## src/rtl/vault_pkg.sv

```systemverilog
// ============================================================================
// Module      : vault_pkg
// Description : Shared types, default sizes and parity helper for vault_regfile
// Revision    : 1.0 - initial release
// ============================================================================
`default_nettype none

package vault_pkg;

    typedef enum logic [0:0] {
        VAULT_CLEAR = 1'b0,
        VAULT_IDLE  = 1'b1
    } vault_state_e;

    localparam int VAULT_DATA_W    = 8;
    localparam int VAULT_DEPTH     = 16;
    // Widest entry the parity helper accepts; narrower data is zero-extended.
    localparam int VAULT_PAR_MAX_W = 64;

    // Even parity: the returned bit makes the total count of ones even.
    function automatic logic vault_parity(input logic [VAULT_PAR_MAX_W-1:0] data);
        return ^data;
    endfunction

endpackage

`default_nettype wire

```

## src/rtl/vault_regfile_if.sv

```systemverilog
// ============================================================================
// Module      : vault_regfile_if
// Description : Write/read/clear bus of vault_regfile; master drives requests.
//               Parity error outputs exist only when VAULT_PARITY_EN is defined.
// Revision    : 1.0 - initial release
// ============================================================================
`default_nettype none

interface vault_regfile_if
    import vault_pkg::*;
#(
    parameter int DATA_W = VAULT_DATA_W,
    parameter int DEPTH  = VAULT_DEPTH
);
    localparam int ADDR_W = $clog2(DEPTH);

    logic              wr_en;
    logic [ADDR_W-1:0] wr_addr;
    logic [DATA_W-1:0] wr_data;
    logic              rd_en_a;
    logic              rd_en_b;
    logic [ADDR_W-1:0] rd_addr_a;
    logic [ADDR_W-1:0] rd_addr_b;
    logic [DATA_W-1:0] rd_data_a;
    logic [DATA_W-1:0] rd_data_b;
    logic              rd_valid_a;
    logic              rd_valid_b;
    logic              clr_req;
    logic              busy;
    logic              clr_done;
`ifdef VAULT_PARITY_EN
    logic              rd_perr_a;
    logic              rd_perr_b;
`endif

    modport master (
`ifdef VAULT_PARITY_EN
        input  rd_perr_a, rd_perr_b,
`endif
        output wr_en, wr_addr, wr_data,
        output rd_en_a, rd_en_b, rd_addr_a, rd_addr_b, clr_req,
        input  rd_data_a, rd_data_b, rd_valid_a, rd_valid_b, busy, clr_done
    );

    modport slave (
`ifdef VAULT_PARITY_EN
        output rd_perr_a, rd_perr_b,
`endif
        input  wr_en, wr_addr, wr_data,
        input  rd_en_a, rd_en_b, rd_addr_a, rd_addr_b, clr_req,
        output rd_data_a, rd_data_b, rd_valid_a, rd_valid_b, busy, clr_done
    );

endinterface

`default_nettype wire

```

## src/rtl/vault_clear_fsm.sv

```systemverilog
// ============================================================================
// Module      : vault_clear_fsm
// Description : Clear sequencer: walks every entry writing zero after reset or
//               on request, and gates normal accesses while it runs.
// Revision    : 1.0 - initial release
// ============================================================================
`default_nettype none

module vault_clear_fsm
    import vault_pkg::*;
#(
    parameter int DEPTH  = VAULT_DEPTH,
    parameter int ADDR_W = $clog2(DEPTH)
) (
    input  logic              clk,
    input  logic              rst_n,
    input  logic              i_clr_req,
    output logic              o_busy,
    output logic              o_clr_done,
    output logic              o_clr_we,
    output logic [ADDR_W-1:0] o_clr_addr,
    output logic              o_accept
);

    vault_state_e      state_q, state_d;
    logic [ADDR_W-1:0] idx_q, idx_d;
    logic              busy_q, busy_d;
    logic              done_q, done_d;

    always_comb begin
        state_d = state_q;
        idx_d   = idx_q;
        busy_d  = busy_q;
        done_d  = 1'b0;
        case (state_q)
            VAULT_CLEAR: begin
                if (idx_q == ADDR_W'(DEPTH - 1)) begin
                    state_d = VAULT_IDLE;
                    idx_d   = '0;
                    busy_d  = 1'b0;
                    done_d  = 1'b1;
                end else begin
                    idx_d = idx_q + ADDR_W'(1);
                end
            end
            VAULT_IDLE: begin
                if (i_clr_req) begin
                    state_d = VAULT_CLEAR;
                    idx_d   = '0;
                    busy_d  = 1'b1;
                end
            end
            default: begin
                state_d = VAULT_CLEAR;
                idx_d   = '0;
                busy_d  = 1'b1;
            end
        endcase
    end

    always_ff @(posedge clk or negedge rst_n) begin
        if (!rst_n) begin
            state_q <= VAULT_CLEAR;
            idx_q   <= '0;
            busy_q  <= 1'b1;
            done_q  <= 1'b0;
        end else begin
            state_q <= state_d;
            idx_q   <= idx_d;
            busy_q  <= busy_d;
            done_q  <= done_d;
        end
    end

    assign o_busy     = busy_q;
    assign o_clr_done = done_q;
    assign o_clr_we   = (state_q == VAULT_CLEAR);
    assign o_clr_addr = idx_q;
    assign o_accept   = (state_q == VAULT_IDLE);

endmodule

`default_nettype wire

```

## src/rtl/vault_regfile.sv

```systemverilog
// ============================================================================
// Module      : vault_regfile
// Description : DEPTH x DATA_W register file, one write port, two registered
//               write-first read ports, self-clearing. Define VAULT_PARITY_EN
//               to store an even-parity bit per entry and flag read errors.
// Revision    : 1.0 - initial release
// ============================================================================
`default_nettype none

module vault_regfile
    import vault_pkg::*;
#(
    parameter int DATA_W = VAULT_DATA_W,
    parameter int DEPTH  = VAULT_DEPTH
) (
    input  logic            clk,
    input  logic            rst_n,
    vault_regfile_if.slave  bus
);

    localparam int ADDR_W = $clog2(DEPTH);
`ifdef VAULT_PARITY_EN
    localparam int c_store_w = DATA_W + 1;
`else
    localparam int c_store_w = DATA_W;
`endif

    logic                 w_accept;
    logic                 w_clr_we;
    logic [ADDR_W-1:0]    w_clr_addr;
    logic [c_store_w-1:0] w_wr_word;
    logic                 w_mem_we;
    logic [ADDR_W-1:0]    w_mem_waddr;
    logic [c_store_w-1:0] w_mem_wdata;
    logic [1:0]           w_rd_en;
    logic [ADDR_W-1:0]    w_rd_addr [2];

    // Deliberately unreset: the clear sequence owns initialisation.
    logic [c_store_w-1:0] mem_q [DEPTH];

    vault_clear_fsm #(
        .DEPTH  (DEPTH),
        .ADDR_W (ADDR_W)
    ) u_clear_fsm (
        .clk        (clk),
        .rst_n      (rst_n),
        .i_clr_req  (bus.clr_req),
        .o_busy     (bus.busy),
        .o_clr_done (bus.clr_done),
        .o_clr_we   (w_clr_we),
        .o_clr_addr (w_clr_addr),
        .o_accept   (w_accept)
    );

`ifdef VAULT_PARITY_EN
    assign w_wr_word = {vault_parity(VAULT_PAR_MAX_W'(bus.wr_data)), bus.wr_data};
`else
    assign w_wr_word = bus.wr_data;
`endif

    // Clear writes (data 0, parity 0) and user writes never coincide.
    assign w_mem_we    = w_clr_we || (w_accept && bus.wr_en);
    assign w_mem_waddr = w_clr_we ? w_clr_addr : bus.wr_addr;
    assign w_mem_wdata = w_clr_we ? '0 : w_wr_word;

    always_ff @(posedge clk) begin
        if (w_mem_we) begin
            mem_q[w_mem_waddr] <= w_mem_wdata;
        end
    end

    assign w_rd_en      = {bus.rd_en_b, bus.rd_en_a};
    assign w_rd_addr[0] = bus.rd_addr_a;
    assign w_rd_addr[1] = bus.rd_addr_b;

    for (genvar p = 0; p < 2; p++) begin : g_rd_port
        logic                 w_hit;
        logic [c_store_w-1:0] w_word;
        logic                 valid_d, valid_q;
        logic [DATA_W-1:0]    data_d, data_q;
`ifdef VAULT_PARITY_EN
        logic                 perr_d, perr_q;
`endif

        always_comb begin
            w_hit   = bus.wr_en && (bus.wr_addr == w_rd_addr[p]);
            w_word  = w_hit ? w_wr_word : mem_q[w_rd_addr[p]];
            valid_d = w_accept && w_rd_en[p];
            data_d  = valid_d ? w_word[DATA_W-1:0] : data_q;
`ifdef VAULT_PARITY_EN
            perr_d  = valid_d &&
                      (vault_parity(VAULT_PAR_MAX_W'(w_word[DATA_W-1:0])) != w_word[DATA_W]);
`endif
        end

        always_ff @(posedge clk or negedge rst_n) begin
            if (!rst_n) begin
                valid_q <= 1'b0;
                data_q  <= '0;
`ifdef VAULT_PARITY_EN
                perr_q  <= 1'b0;
`endif
            end else begin
                valid_q <= valid_d;
                data_q  <= data_d;
`ifdef VAULT_PARITY_EN
                perr_q  <= perr_d;
`endif
            end
        end
    end

    assign bus.rd_data_a  = g_rd_port[0].data_q;
    assign bus.rd_data_b  = g_rd_port[1].data_q;
    assign bus.rd_valid_a = g_rd_port[0].valid_q;
    assign bus.rd_valid_b = g_rd_port[1].valid_q;
`ifdef VAULT_PARITY_EN
    assign bus.rd_perr_a  = g_rd_port[0].perr_q;
    assign bus.rd_perr_b  = g_rd_port[1].perr_q;
`endif

endmodule

`default_nettype wire

```

## src/flat_wrapper.sv

```systemverilog
// flat-port wrapper written by rule: the top's interface ports become plain ports
module vault_regfile_flat import vault_pkg::*;
#(
    parameter int DATA_W = VAULT_DATA_W,
    parameter int DEPTH  = VAULT_DEPTH
)
  (clk, rst_n, bus_wr_en, bus_wr_addr, bus_wr_data, bus_rd_en_a, bus_rd_en_b, bus_rd_addr_a, bus_rd_addr_b, bus_clr_req, bus_rd_data_a, bus_rd_data_b, bus_rd_valid_a, bus_rd_valid_b, bus_busy, bus_clr_done);
  vault_regfile_if #(.DATA_W(DATA_W), .DEPTH(DEPTH)) bus_i ();
  input  logic clk;
  input  logic rst_n;
  input wire logic [$bits(bus_i.wr_en)-1:0] bus_wr_en;
  input wire logic [$bits(bus_i.wr_addr)-1:0] bus_wr_addr;
  input wire logic [$bits(bus_i.wr_data)-1:0] bus_wr_data;
  input wire logic [$bits(bus_i.rd_en_a)-1:0] bus_rd_en_a;
  input wire logic [$bits(bus_i.rd_en_b)-1:0] bus_rd_en_b;
  input wire logic [$bits(bus_i.rd_addr_a)-1:0] bus_rd_addr_a;
  input wire logic [$bits(bus_i.rd_addr_b)-1:0] bus_rd_addr_b;
  input wire logic [$bits(bus_i.clr_req)-1:0] bus_clr_req;
  output wire logic [$bits(bus_i.rd_data_a)-1:0] bus_rd_data_a;
  output wire logic [$bits(bus_i.rd_data_b)-1:0] bus_rd_data_b;
  output wire logic [$bits(bus_i.rd_valid_a)-1:0] bus_rd_valid_a;
  output wire logic [$bits(bus_i.rd_valid_b)-1:0] bus_rd_valid_b;
  output wire logic [$bits(bus_i.busy)-1:0] bus_busy;
  output wire logic [$bits(bus_i.clr_done)-1:0] bus_clr_done;
  assign bus_i.wr_en = bus_wr_en;
  assign bus_i.wr_addr = bus_wr_addr;
  assign bus_i.wr_data = bus_wr_data;
  assign bus_i.rd_en_a = bus_rd_en_a;
  assign bus_i.rd_en_b = bus_rd_en_b;
  assign bus_i.rd_addr_a = bus_rd_addr_a;
  assign bus_i.rd_addr_b = bus_rd_addr_b;
  assign bus_i.clr_req = bus_clr_req;
  assign bus_rd_data_a = bus_i.rd_data_a;
  assign bus_rd_data_b = bus_i.rd_data_b;
  assign bus_rd_valid_a = bus_i.rd_valid_a;
  assign bus_rd_valid_b = bus_i.rd_valid_b;
  assign bus_busy = bus_i.busy;
  assign bus_clr_done = bus_i.clr_done;
  vault_regfile #(.DATA_W(DATA_W), .DEPTH(DEPTH)) u_core (.clk(clk), .rst_n(rst_n), .bus(bus_i));
endmodule
```

## config.mk

```make
export PLATFORM = sky130hd
export DESIGN_NAME = vault_regfile_flat
export DESIGN_NICKNAME = d
export VERILOG_FILES = /design/src/rtl/vault_pkg.sv /design/src/rtl/vault_regfile_if.sv /design/src/rtl/vault_clear_fsm.sv /design/src/rtl/vault_regfile.sv /design/src/flat_wrapper.sv
export SDC_FILE = /design/constraint.sdc
export NUM_CORES = 1
export LEC_CHECK = 0
export CAP_MARGIN = 20
export CORE_MARGIN = 3
export CORE_UTILIZATION = 60
export DETAILED_ROUTE_END_ITERATION = 12
export PLACE_DENSITY_LB_ADDON = 0.12
export SKIP_CTS_REPAIR_TIMING = 1
export SLEW_MARGIN = 20
export SYNTH_ARGS = -nofsm -noshare
export SYNTH_HDL_FRONTEND = slang
export SYNTH_SLANG_ARGS = --single-unit
export TNS_END_PERCENT = 10
```

## constraint.sdc

```tcl
create_clock -name clk -period 2.5 [get_ports clk]
set_input_delay 0.5 -clock clk [delete_from_list [all_inputs] [get_ports clk]]
set_output_delay 0.5 -clock clk [all_outputs]
set_load 0.01 [all_outputs]
```

* Word-level counts from Yosys, hierarchy flattened
Memory sizes are Yosys's and may differ from the RTL's. A register that Yosys moved wholly into a read port is not among the register bits.
Index checks and enable logic that the tools add are counted.
** Operators by class
- Eq/ne operators :: 3
- Mux-type cells :: 14
- $add $sub $neg :: 1
- Bitwise logic cells :: 1
- Reductions and logical operators :: 7
** Operators by type and width (count)
- 2-to-1 mux 4 bit :: 3
- 2-to-1 mux 8 bit :: 1
- one-hot mux 4 bit (2 select lines) :: 1
- 2-to-1 mux 1 bit :: 7
- adder 4 x 1 -> 4 bit (second input constant) :: 1
- equality test 4 bit (second input constant) :: 1
- inequality test 2 bit (second input constant) :: 2
- one-hot mux 1 bit (2 select lines) :: 2
- logical AND 1 bit :: 3
- zero test 1 bit :: 2
- AND reduction 2 bit :: 1
- logical OR 1 bit :: 1
- inverter 1 bit :: 1
** Word-level totals
- Memories kept :: 1
- Memory bits (writable) :: 128
- Output and inout bits :: 20
- Bits of input ports :: 26
- Register bits after elaboration :: 9
** Memory list
- u_core.mem_q :: words 16, bits a word 8, read ports 2, clocked after memory_dff 2, write ports 1, line vault_regfile.sv:39 : logic [c_store_w-1:0] mem_q [DEPTH];

* Longest topological paths before layout
Gate-level depths: netlist (run 1).
- Depth in word-level cells :: 4
- Gate-level depth with buffers :: 8
- Depth with buffers taken out :: 5

* By module
From an unflattened synthesis (run 1), not the netlist that was laid out.
** Unflattened totals
- Cells, all modules :: 428
- Area total of the unflattened synthesis :: 7231.9 µm²
** By module, submodules not included
- vault_regfile :: times used 1, cells an instance 397, area each 6920.4 µm²
- vault_clear_fsm :: times used 1, cells an instance 31, area each 311.5 µm²

* Worst setup path before layout (run 1)
No wires, ideal clock.
- Kind :: input to register
- Start :: input port bus_rd_addr_a[0]
- End :: register u_core.g_rd_port[0].data_q[1] (netlist: u_core.bus.rd_data_a[1]), read port of u_core.mem_q
- Arrival time :: 1829 ps
- Slack :: 522 ps
- Setup time :: 149 ps
- Stages :: 7
- Path buffers :: 2
- Cells stage by stage :: buf_6 buf_2 mux4_2 mux2i_1 nor2_1 a21oi_1 o221ai_1
** RTL lines
- start: declaration :: line flat_wrapper.sv:16 : input wire logic [$bits(bus_i.rd_addr_a)-1:0] bus_rd_addr_a;
- end: declaration :: line vault_regfile.sv:80 : logic [DATA_W-1:0] data_d, data_q;

* Final worst setup path (run 1)
- Start :: register u_core.u_clear_fsm.state_q (netlist: u_core.u_clear_fsm.o_accept)
- End :: register u_core.g_rd_port[1].data_q[0] (netlist: u_core.bus.rd_data_b[0]), read port of u_core.mem_q
** On the way
- Word-level cells in the longest chain between the ends :: 1
** RTL lines
- start: declaration :: line vault_clear_fsm.sv:25 : vault_state_e state_q, state_d;
- start signal: assignment :: line vault_clear_fsm.sv:68 : state_q <= state_d;
- logical AND 1 bit :: line vault_regfile.sv:88 : valid_d = w_accept && w_rd_en[p];
- end: declaration :: line vault_regfile.sv:80
Every way passes these cells.
A chain may end at the register's enable or synchronous reset.

==> flow_summary.ini, run 1 <==
[detailed_routing]
drt_first_pass_iters = 5
drt_wl_total_mm = 19.9
avgRoutedWirePerCell_microns = 27.2
drcViolationCount = 0
detail_route.iter0.violations = 539
ant_nets = 0
routed_via_density = 6.70
vias = 4903

[cells_and_area]
layout-drive-gt1-share = 0.275
final-instance-count-excl-fill = 732
syn2layout_area_growth_pct = 21.0
layout.cells.most_common_list = edfxtp_1 (128), mux4_2 (47), buf_4 (45), clkdlybuf4s50_1 (44), nor2_1 (30)
final_nets = 578
final_common_cell = edfxtp_1
diode_insertion_count_for_antenna_repair = 0

[clocking]
htree_levels = 4
cts.sink_count = 153
cts_made_buffers = 17
tritoncts = built
insertion_delay_ns = 0.43
clock-root-buffer = clkbuf_16
clk_pin_slew_worst_paths_ns = 0.06
clock_path_buffers = 2

[sta]
timing.final.crit_share = 0.861
finClkSkew_ns = 0.00704
unrepaired_setup_endpoints_after_global_routing = false
maxSlewHeadroom = 0.340
finalHoldWorstSlack_ns = 0.439
layout_min_cycle_time_ns = 2.15
timing.final.hold_violations = 0
setup_violations = 0
timing.final.max_slew_violations = 0
max_slew.worst_pin.slew_ns = 0.986
maxClockFrequency_mhz = 465

[synth]
seq_area_frac_synth = 0.600
syn_avg_cell_area_sq_um = 15.9
netlist_instances = 468
distinct_cell_type_count_of_the_synthesized_netlist = 47
synth_enable_flop_cells = 128
asyncSetResetFlopFracSynth = 0.163
ys_warn_count = 0
synth.cell_area_sq_mm = 0.00746
dominantRegCellSynth = edfxtp_1
synth.ff_latch_count = 153
synthesis.nets = 495

[grt]
first_pass_grt_wire_length_mm = 30.1
number_of_antenna_violations_at_the_first_check_in_global_routing = 0
via_count_of_the_first_global_routing_pass = 4884
grt_max_degree = 33
gr-usage-all-layers = 0.301
gr-total-overflow = 0

[placement]
place_inst = 700
dp_hpwl_mm = 12.9
port-buffer-count = 45
place.gp.congestion = 0.863

[power]
pwr_density_cell_mw_per_mm2 = 1000
cellLeakagePower_nw = 3.30
worst_ir_drop_vdd_uv = 797
power_mw = 9.02

[hold_path]
min-delay-path-class = in -> async

[floorplanning]
fp.dieH_microns = 117
placement_rows = 40
die_w_microns = 117
die-area_sq_mm = 0.0138
core_area_sq_mm = 0.0121
initial_standard_cell_utilization_of_the_core = 0.618
ioPinCount = 46

[flow_run]
timing.max_cap.violations = 0

[setup_path]
startpoint_type = register
required_ns = 2.80
critical_path_class = reg -> reg
setup.worst_path.end_class = register
crit_path_max_fanout = 14
library_cell_appearing_most_often_on_the_critical_path = buf_4
critical-path-max-stage-delay_ns = 0.52
path_cells = buf_4, buf_4, mux2i_1, xor2_1, nand4_2, buf_4, mux2i_1, o21ai_1
worst-endpoint-arrival_ns = 2.45
crit_slowest_cell = dfrtp_1

[run_status]
result_of_the_run = complete, no violations
==> sequential cells by signal, summed over array words and instances (netlist names) <==
name                           cells
u_core.bus.rd_data_a               8
u_core.bus.rd_data_b               8
u_core.bus.rd_valid_a              1
u_core.bus.rd_valid_b              1
u_core.mem_q                     128
u_core.u_clear_fsm.o_accept        1
u_core.u_clear_fsm.o_busy          1
u_core.u_clear_fsm.o_clr_addr      4
u_core.u_clear_fsm.o_clr_done      1
==> cells in the mapped netlist, types with 3 or more instances <==
cell type,instances,area (sq um)
buf_4,3,22.5
and2_1,9,56.3
nand2b_1,4,25.0
nand2_1,26,97.6
inv_1,13,48.8
a22oi_1,8,60.1
mux4_1,9,236
o21ai_1,13,65.1
a31oi_1,3,18.8
edfxtp_1,128,3840
mux4_2,47,1060
nor2b_1,7,43.8
a21oi_1,11,55.1
o21ai_0,10,50.1
a211oi_1,3,22.5
o31ai_1,3,22.5
nor2_1,30,113
o22ai_1,10,62.6
o221ai_1,7,61.3
mux2_2,21,236
buf_2,12,60.1
xnor2_1,4,35.0
mux2i_1,20,200
xor2_1,6,52.6
dfrtp_1,24,601
clkbuf_1,10,37.5
buf_6,3,33.8
==> critical path: cells and delay by family, from the launching register on <==
family                    cells  cell delay (ns)
AOI/OAI and AO/OA             1             0.08
xor gates and xnor gates      1             0.19
buffers and inverters         3             0.66
DFF                           1             0.52
muxes                         2             0.45
and+or+nand+nor               1             0.11
==> report_power, final <==
part	switching [mW]	total (mW)	leakage [nW]	internal, mW
logic	1.31	2.42	1.47	1.11
registers	0.365	3.82	1.51	3.46
clock network	1.00	2.78	0.311	1.78
==> routing by layer <==
metal  GRT usage  wire, microns  up-vias
li1            -              -     2038
met1       0.407           7520     2473
met2       0.467           9520      329
met3      0.0923           2130       63
met4       0.117            712        0
met5           0              0        -
==> per-stage QoR <==
stage | setup TNS, ns | setup WS, ns | cell area, sq um | util
2_1_floorplan | 0 | 0.522 | 7460 | -
3_3_place_gp | 0 | 0.000644 | 8370 | 0.694
3_5_place_dp | -0.0767 | -0.0569 | 8370 | 0.694
4_1_cts | 0 | 0.377 | 9020 | 0.748
5_1_grt | 0 | 0.236 | 9020 | 0.748
6_report | 0 | 0.348 | 9020 | 0.748
==> path summary, 6_finish.rpt <==
path                                             start                                to  slack, ns  cells past startpoint
max                        u_core.u_clear_fsm.o_accept           u_core.bus.rd_data_b[0]       0.35                      8
min                                              rst_n  u_core.u_clear_fsm.o_clr_addr[0]       0.44                      2
max reg2reg                u_core.u_clear_fsm.o_accept           u_core.bus.rd_data_b[0]       0.35                      8
min reg2reg                    u_core.bus.rd_data_b[0]           u_core.bus.rd_data_b[0]       0.49                      2
max in group asynchronous                        rst_n         u_core.u_clear_fsm.o_busy       1.76                      2
min in group clk               u_core.bus.rd_data_b[0]           u_core.bus.rd_data_b[0]       0.49                      2
==> cell type report <==
cell class,count,area (sq um)
repair buffers,96,903
flip-flops and latches,153,4470
fillers,733,3040
inverters,14,52.6
clock buffers,22,484
well taps,168,210
multi-input cells,269,2740
clock inverters,10,165
==> cells by family (layout without fill, tap and decap cells) <==
group | count (synthesis) | after routing | share of synthesized area
DFF | 153 | 153 | 0.600
buffers and inverters | 46 | 142 | 0.0334
AOI/OAI and AO/OA | 77 | 77 | 0.0690
xor gates and xnor gates | 10 | 10 | 0.0117
and+or+nand+nor | 84 | 84 | 0.0524
muxes | 97 | 97 | 0.232
adders and majority gates | 1 | 1 | 0.00168
Note: power is estimated with default switching activity, not from simulation.
==> run 2, diff against run 1 <==
--- a/constraint.sdc
+++ b/constraint.sdc
@@ -3,2 +3,2 @@
 set_output_delay 0.5 -clock clk [all_outputs]
-set_load 0.01 [all_outputs]
+set_load 0.1 [all_outputs]
==> run 2 against run 1 <==
Compared with the run above: clock power shrank 8.6%; worst setup slack worse by 0.088 ns; largest power group unchanged; register-to-register slack got worse by 0.09 ns; first-iteration DRC count grew 27%; count of clock-buffer cells in the layout is the same; wire length about the same; sequential power barely moved; non-clock buffer count stayed put.
==> flow_summary.ini, run 2 (synthesized netlist as in run 1, its figures left out) <==
[sta]
layout_min_cycle_time_ns = 2.24
timing.final.hold_violations = 0
maxClockFrequency_mhz = 446
finClkSkew_ns = 0.00682
max_slew.worst_pin.slew_ns = 0.822
maxSlewHeadroom = 0.450
unrepaired_setup_endpoints_after_global_routing = false
timing.final.max_slew_violations = 0
timing.final.crit_share = 0.896
setup_violations = 0

[setup_path]
worst-endpoint-arrival_ns = 2.55
setup.worst_path.end_class = register
crit_path_max_fanout = 17
critical-path-max-stage-delay_ns = 0.68
library_cell_appearing_most_often_on_the_critical_path = buf_4
critical_path_class = reg -> reg
required_ns = 2.81
startpoint_type = register
path_cells = buf_4, mux2i_1, xnor2_1, o41ai_4, buf_4, a211o_1, o211ai_1
crit_slowest_cell = dfrtp_1

[grt]
gr-total-overflow = 0
via_count_of_the_first_global_routing_pass = 4883
number_of_antenna_violations_at_the_first_check_in_global_routing = 0
grt_max_degree = 33
gr-usage-all-layers = 0.301
first_pass_grt_wire_length_mm = 29.9

[clocking]
clk_pin_slew_worst_paths_ns = 0.06
cts.sink_count = 153
clock_path_buffers = 2
htree_levels = 4
tritoncts = built
cts_made_buffers = 17
clock-root-buffer = clkbuf_16
insertion_delay_ns = 0.43

[cells_and_area]
final-instance-count-excl-fill = 732
largest_register_ffs = 128
final_common_cell = edfxtp_1
layout-drive-gt1-share = 0.310
layout.cells.most_common_list = edfxtp_1 (128), buf_4 (64), mux4_2 (47), nor2_1 (30), nand2_1 (26)
fill_cells = 729
register_with_the_most_flip_flops = u_core.mem_q
syn2layout_area_growth_pct = 19.7
final_nets = 578
diode_insertion_count_for_antenna_repair = 0
postLayoutCoreUtil = 0.740

[power]
power_switching_share = 0.372
cellInternalPower_mw = 6.06
pwr_density_cell_mw_per_mm2 = 1080
cellLeakagePower_nw = 3.31
power.combinational.fraction = 0.340
worst_ir_drop_vdd_uv = 646
p_seq_frac = 0.396
switching_power_mw = 3.59
power.share.clock = 0.263

[detailed_routing]
drt_wl_total_mm = 19.9
detail_route.iter0.violations = 682
drcViolationCount = 0
vias = 4886
avgRoutedWirePerCell_microns = 27.2
ant_nets = 0
routed_via_density = 6.67
drt_first_pass_iters = 5

[placement]
place.gp.congestion = 0.878
dp_hpwl_mm = 12.9
port-buffer-count = 45
place_inst = 700

[floorplanning]
initial_standard_cell_utilization_of_the_core = 0.618
ioPinCount = 46
die-area_sq_mm = 0.0138
core_area_sq_mm = 0.0121
placement_rows = 40
fp.dieH_microns = 117
die_w_microns = 117

[flow_run]
timing.max_cap.violations = 0

[hold_path]
min-delay-path-class = in -> async

[run_status]
result_of_the_run = complete, no violations
==> run 2: final timing paths <==
kind	startpoint	end	slack (ns)	cells past startpoint
worst max-delay path	u_core.u_clear_fsm.o_accept	u_core.bus.rd_data_a[3]	0.26	7
max in group asynchronous	rst_n	u_core.u_clear_fsm.o_busy	1.76	2
min in group clk	u_core.bus.rd_data_b[3]	u_core.bus.rd_data_b[3]	0.49	2
worst min register to register	u_core.bus.rd_data_b[3]	u_core.bus.rd_data_b[3]	0.49	2
worst min-delay path	rst_n	u_core.u_clear_fsm.o_clr_addr[1]	0.44	2
worst max register to register	u_core.u_clear_fsm.o_accept	u_core.bus.rd_data_a[3]	0.26	7
==> run 2: final cells by class <==
cell class,count,area [sq um],share of cell area
Timing Repair Buffer,96,866,0.0970
Clock inverter,10,118,0.0132
Inverter,14,52.6,0.00589
Multi-Input combinational cell,269,2740,0.307
Clock buffer,22,474,0.0531
Tap cell,168,210,0.0235
Sequential cell,153,4470,0.501
==> run 2: per-stage QoR <==
step | setup slack, ns | hold WS, ns | instance area (sq um) | TNS (ns) | power (mW)
6_report | 0.260 | 0.444 | 8930 | 0 | 9.64
5_1_grt | 0.111 | 0.466 | 8930 | 0 | 10.0
3_3_place_gp | 0.0221 | 0.473 | 8340 | 0 | 7.02
3_5_place_dp | -0.00572 | 0.478 | 8340 | -0.00996 | 7.09
4_1_cts | 0.274 | 0.449 | 8930 | 0 | 9.63
2_1_floorplan | 0.522 | 0.204 | 7460 | 0 | 6.03
==> run 2: power groups by stage <==
stage	sequential [mW]	combinational (mW)	clock (mW)
2_1_floorplan	4.65	1.38	0
3_3_place_gp	3.82	3.20	0
3_5_place_dp	3.85	3.25	0
4_1_cts	3.80	3.27	2.56
5_1_grt	3.87	3.45	2.68
6_report	3.82	3.28	2.54
==> run 2: metal layers <==
metal | GRT usage | up-vias | share of wire
li1 | - | 2042 | -
met1 | 0.424 | 2435 | 0.38
met2 | 0.444 | 350 | 0.46
met3 | 0.0855 | 59 | 0.12
met4 | 0.140 | 0 | 0.039
met5 | 0 | - | 0
==> run 2: critical path: cells and delay by family (launching register included) <==
kind | cells | cell delay [ns]
buf+inv | 2 | 0.46
mux | 1 | 0.26
xor+xnor | 1 | 0.16
flops | 1 | 0.68
compound gates | 3 | 0.55
==> run 3, diff against run 2 <==
CORE_UTILIZATION = 52   (was 60)
==> run 3 against run 2 <==
Compared with the run above: non-clock buffer count up 2; critical path depth did not move; combinational power is 3% higher; final cell count grew 1.8%; clock skew is 0.0017 ns lower; largest cell class unchanged; highest routed layer unchanged.
==> flow_summary.ini, run 3 (synthesized netlist as in run 1, its figures left out) <==
[setup_path]
startpoint_type = input pin
critical_path_class = in -> reg
setup.worst_path.end_class = register
required_ns = 2.78
worst-endpoint-arrival_ns = 2.45
crit_path_max_fanout = 19
worstSetupStartpoint = bus_rd_addr_b[0]
critical_path.reg2reg.startpoint = u_core.u_clear_fsm.o_accept

[clocking]
clock_path_buffers = 2
clock-root-buffer = clkbuf_16
htree_levels = 4
cts_made_buffers = 17
insertion_delay_ns = 0.42
clk_pin_slew_worst_paths_ns = 0.06
cts.sink_count = 153
tritoncts = built

[floorplanning]
fp.dieH_microns = 126
die-area_sq_mm = 0.0158
ioPinCount = 46
core_area_sq_mm = 0.0139
placement_rows = 43
die_w_microns = 126
initial_standard_cell_utilization_of_the_core = 0.535

[placement]
dp_hpwl_mm = 13.1
place.gp.congestion = 0.827
port-buffer-count = 45

[cells_and_area]
syn2layout_area_growth_pct = 19.5
register_with_the_most_flip_flops = u_core.mem_q
largest_register_ffs = 128
diode_insertion_count_for_antenna_repair = 0
layout.cells.most_common_list = edfxtp_1 (128), buf_4 (68), mux4_2 (47), nor2_1 (30), nand2_1 (26)
final_common_cell = edfxtp_1
layout-drive-gt1-share = 0.301
final_nets = 580
postLayoutCoreUtil = 0.639

[detailed_routing]
ant_nets = 0
vias = 4844
routed_via_density = 6.50
drcViolationCount = 0
drt_wl_total_mm = 20.5
drt_first_pass_iters = 7
detail_route.iter0.violations = 551
avgRoutedWirePerCell_microns = 27.5

[power]
worst_ir_drop_vdd_uv = 613
cellLeakagePower_nw = 3.29
pwr_density_cell_mw_per_mm2 = 1080

[sta]
unrepaired_setup_endpoints_after_global_routing = false
timing.final.hold_violations = 0
finalHoldWorstSlack_ns = 0.461
timing.final.crit_share = 0.871
maxClockFrequency_mhz = 459
maxSlewHeadroom = 0.311
timing.final.max_slew_violations = 0
finClkSkew_ns = 0.00516
setup_violations = 0
layout_min_cycle_time_ns = 2.18
max_slew.worst_pin.slew_ns = 1.03

[grt]
gr_busiest_metal = met2
met1_track_demand_over_resource_in_global_routing = 0.374
grt_max_degree = 27
gr-usage-all-layers = 0.268
grt_use_met2 = 0.416
via_count_of_the_first_global_routing_pass = 4926
gr-total-overflow = 0
first_pass_grt_wire_length_mm = 30.8
number_of_antenna_violations_at_the_first_check_in_global_routing = 0
groute.layer.met3.usage = 0.0759

[flow_run]
timing.max_cap.violations = 0

[hold_path]
min-delay-path-class = in -> async

[run_status]
result_of_the_run = complete, no violations
## run 3: changes by cell type in the layout (fill, tap and decap cells not counted), sizes merged
| cell | change |
|---|---|
| buf | +2 |
| bufinv | +1 |
| clkbuf | -1 |
| clkinv | -1 |
## run 3: metrics by stage
| step | area, sq um | power, mW | TNS, ns | instances | setup slack (ns) |
|---|---|---|---|---|---|
| after CTS | 8910 | 9.66 | 0 | 745 | 0.355 |
| final | 8910 | 9.63 | 0 | 745 | 0.323 |
| after floorplan | 7460 | 6.03 | 0 | 468 | 0.522 |
| after detailed placement | 8340 | 7.13 | -0.131 | 714 | -0.0807 |
| after global placement | 8340 | 7.06 | -0.127 | 714 | -0.0612 |
| after global routing | 8910 | 10.0 | 0 | 745 | 0.203 |
## run 3: report_power, final
part	internal (mW)	switching (mW)
clock network	1.55	0.953
registers	3.46	0.304
logic	1.06	2.31
total	6.06	3.57
## run 3: layer usage
| metal | vias up | routed length [microns] |
|---|---|---|
| met5 | - | 0 |
| met1 | 2485 | 8220 |
| li1 | 2046 | - |
| met3 | 38 | 1960 |
| met4 | 0 | 495 |
| met2 | 275 | 9790 |
## run 3: area by class of cell
class / count / area, sq um
inverters: 14 / 52.6
flip-flops and latches: 153 / 4470
well taps: 180 / 225
clock buffers: 21 / 440
clock inverters: 10 / 126
fillers: 1006 / 5030
repair buffers: 98 / 856
multi-input cells: 269 / 2740
## run 3: worst max-delay path, cell delays in order
cell and delay, ns:
clkdlybuf4s50_1 0.51, buf_12 0.21, mux4_2 0.54, a22oi_1 0.20
o31ai_1 0.13, mux2i_1 0.26, o21ai_1 0.09
## run 3: worst paths after layout
| kind | to | slack [ns] | cells past startpoint |
|---|---|---|---|
| worst max-delay path | u_core.bus.rd_data_b[0] | 0.32 | 7 |
| worst min-delay path | u_core.u_clear_fsm.o_clr_done | 0.46 | 2 |
| worst max register to register | u_core.bus.rd_data_a[6] | 0.39 | 6 |
| worst min register to register | u_core.bus.rd_data_a[6] | 0.50 | 2 |
| max in group asynchronous | u_core.u_clear_fsm.o_busy | 1.73 | 2 |
| min in group clk | u_core.bus.rd_data_a[6] | 0.50 | 2 |
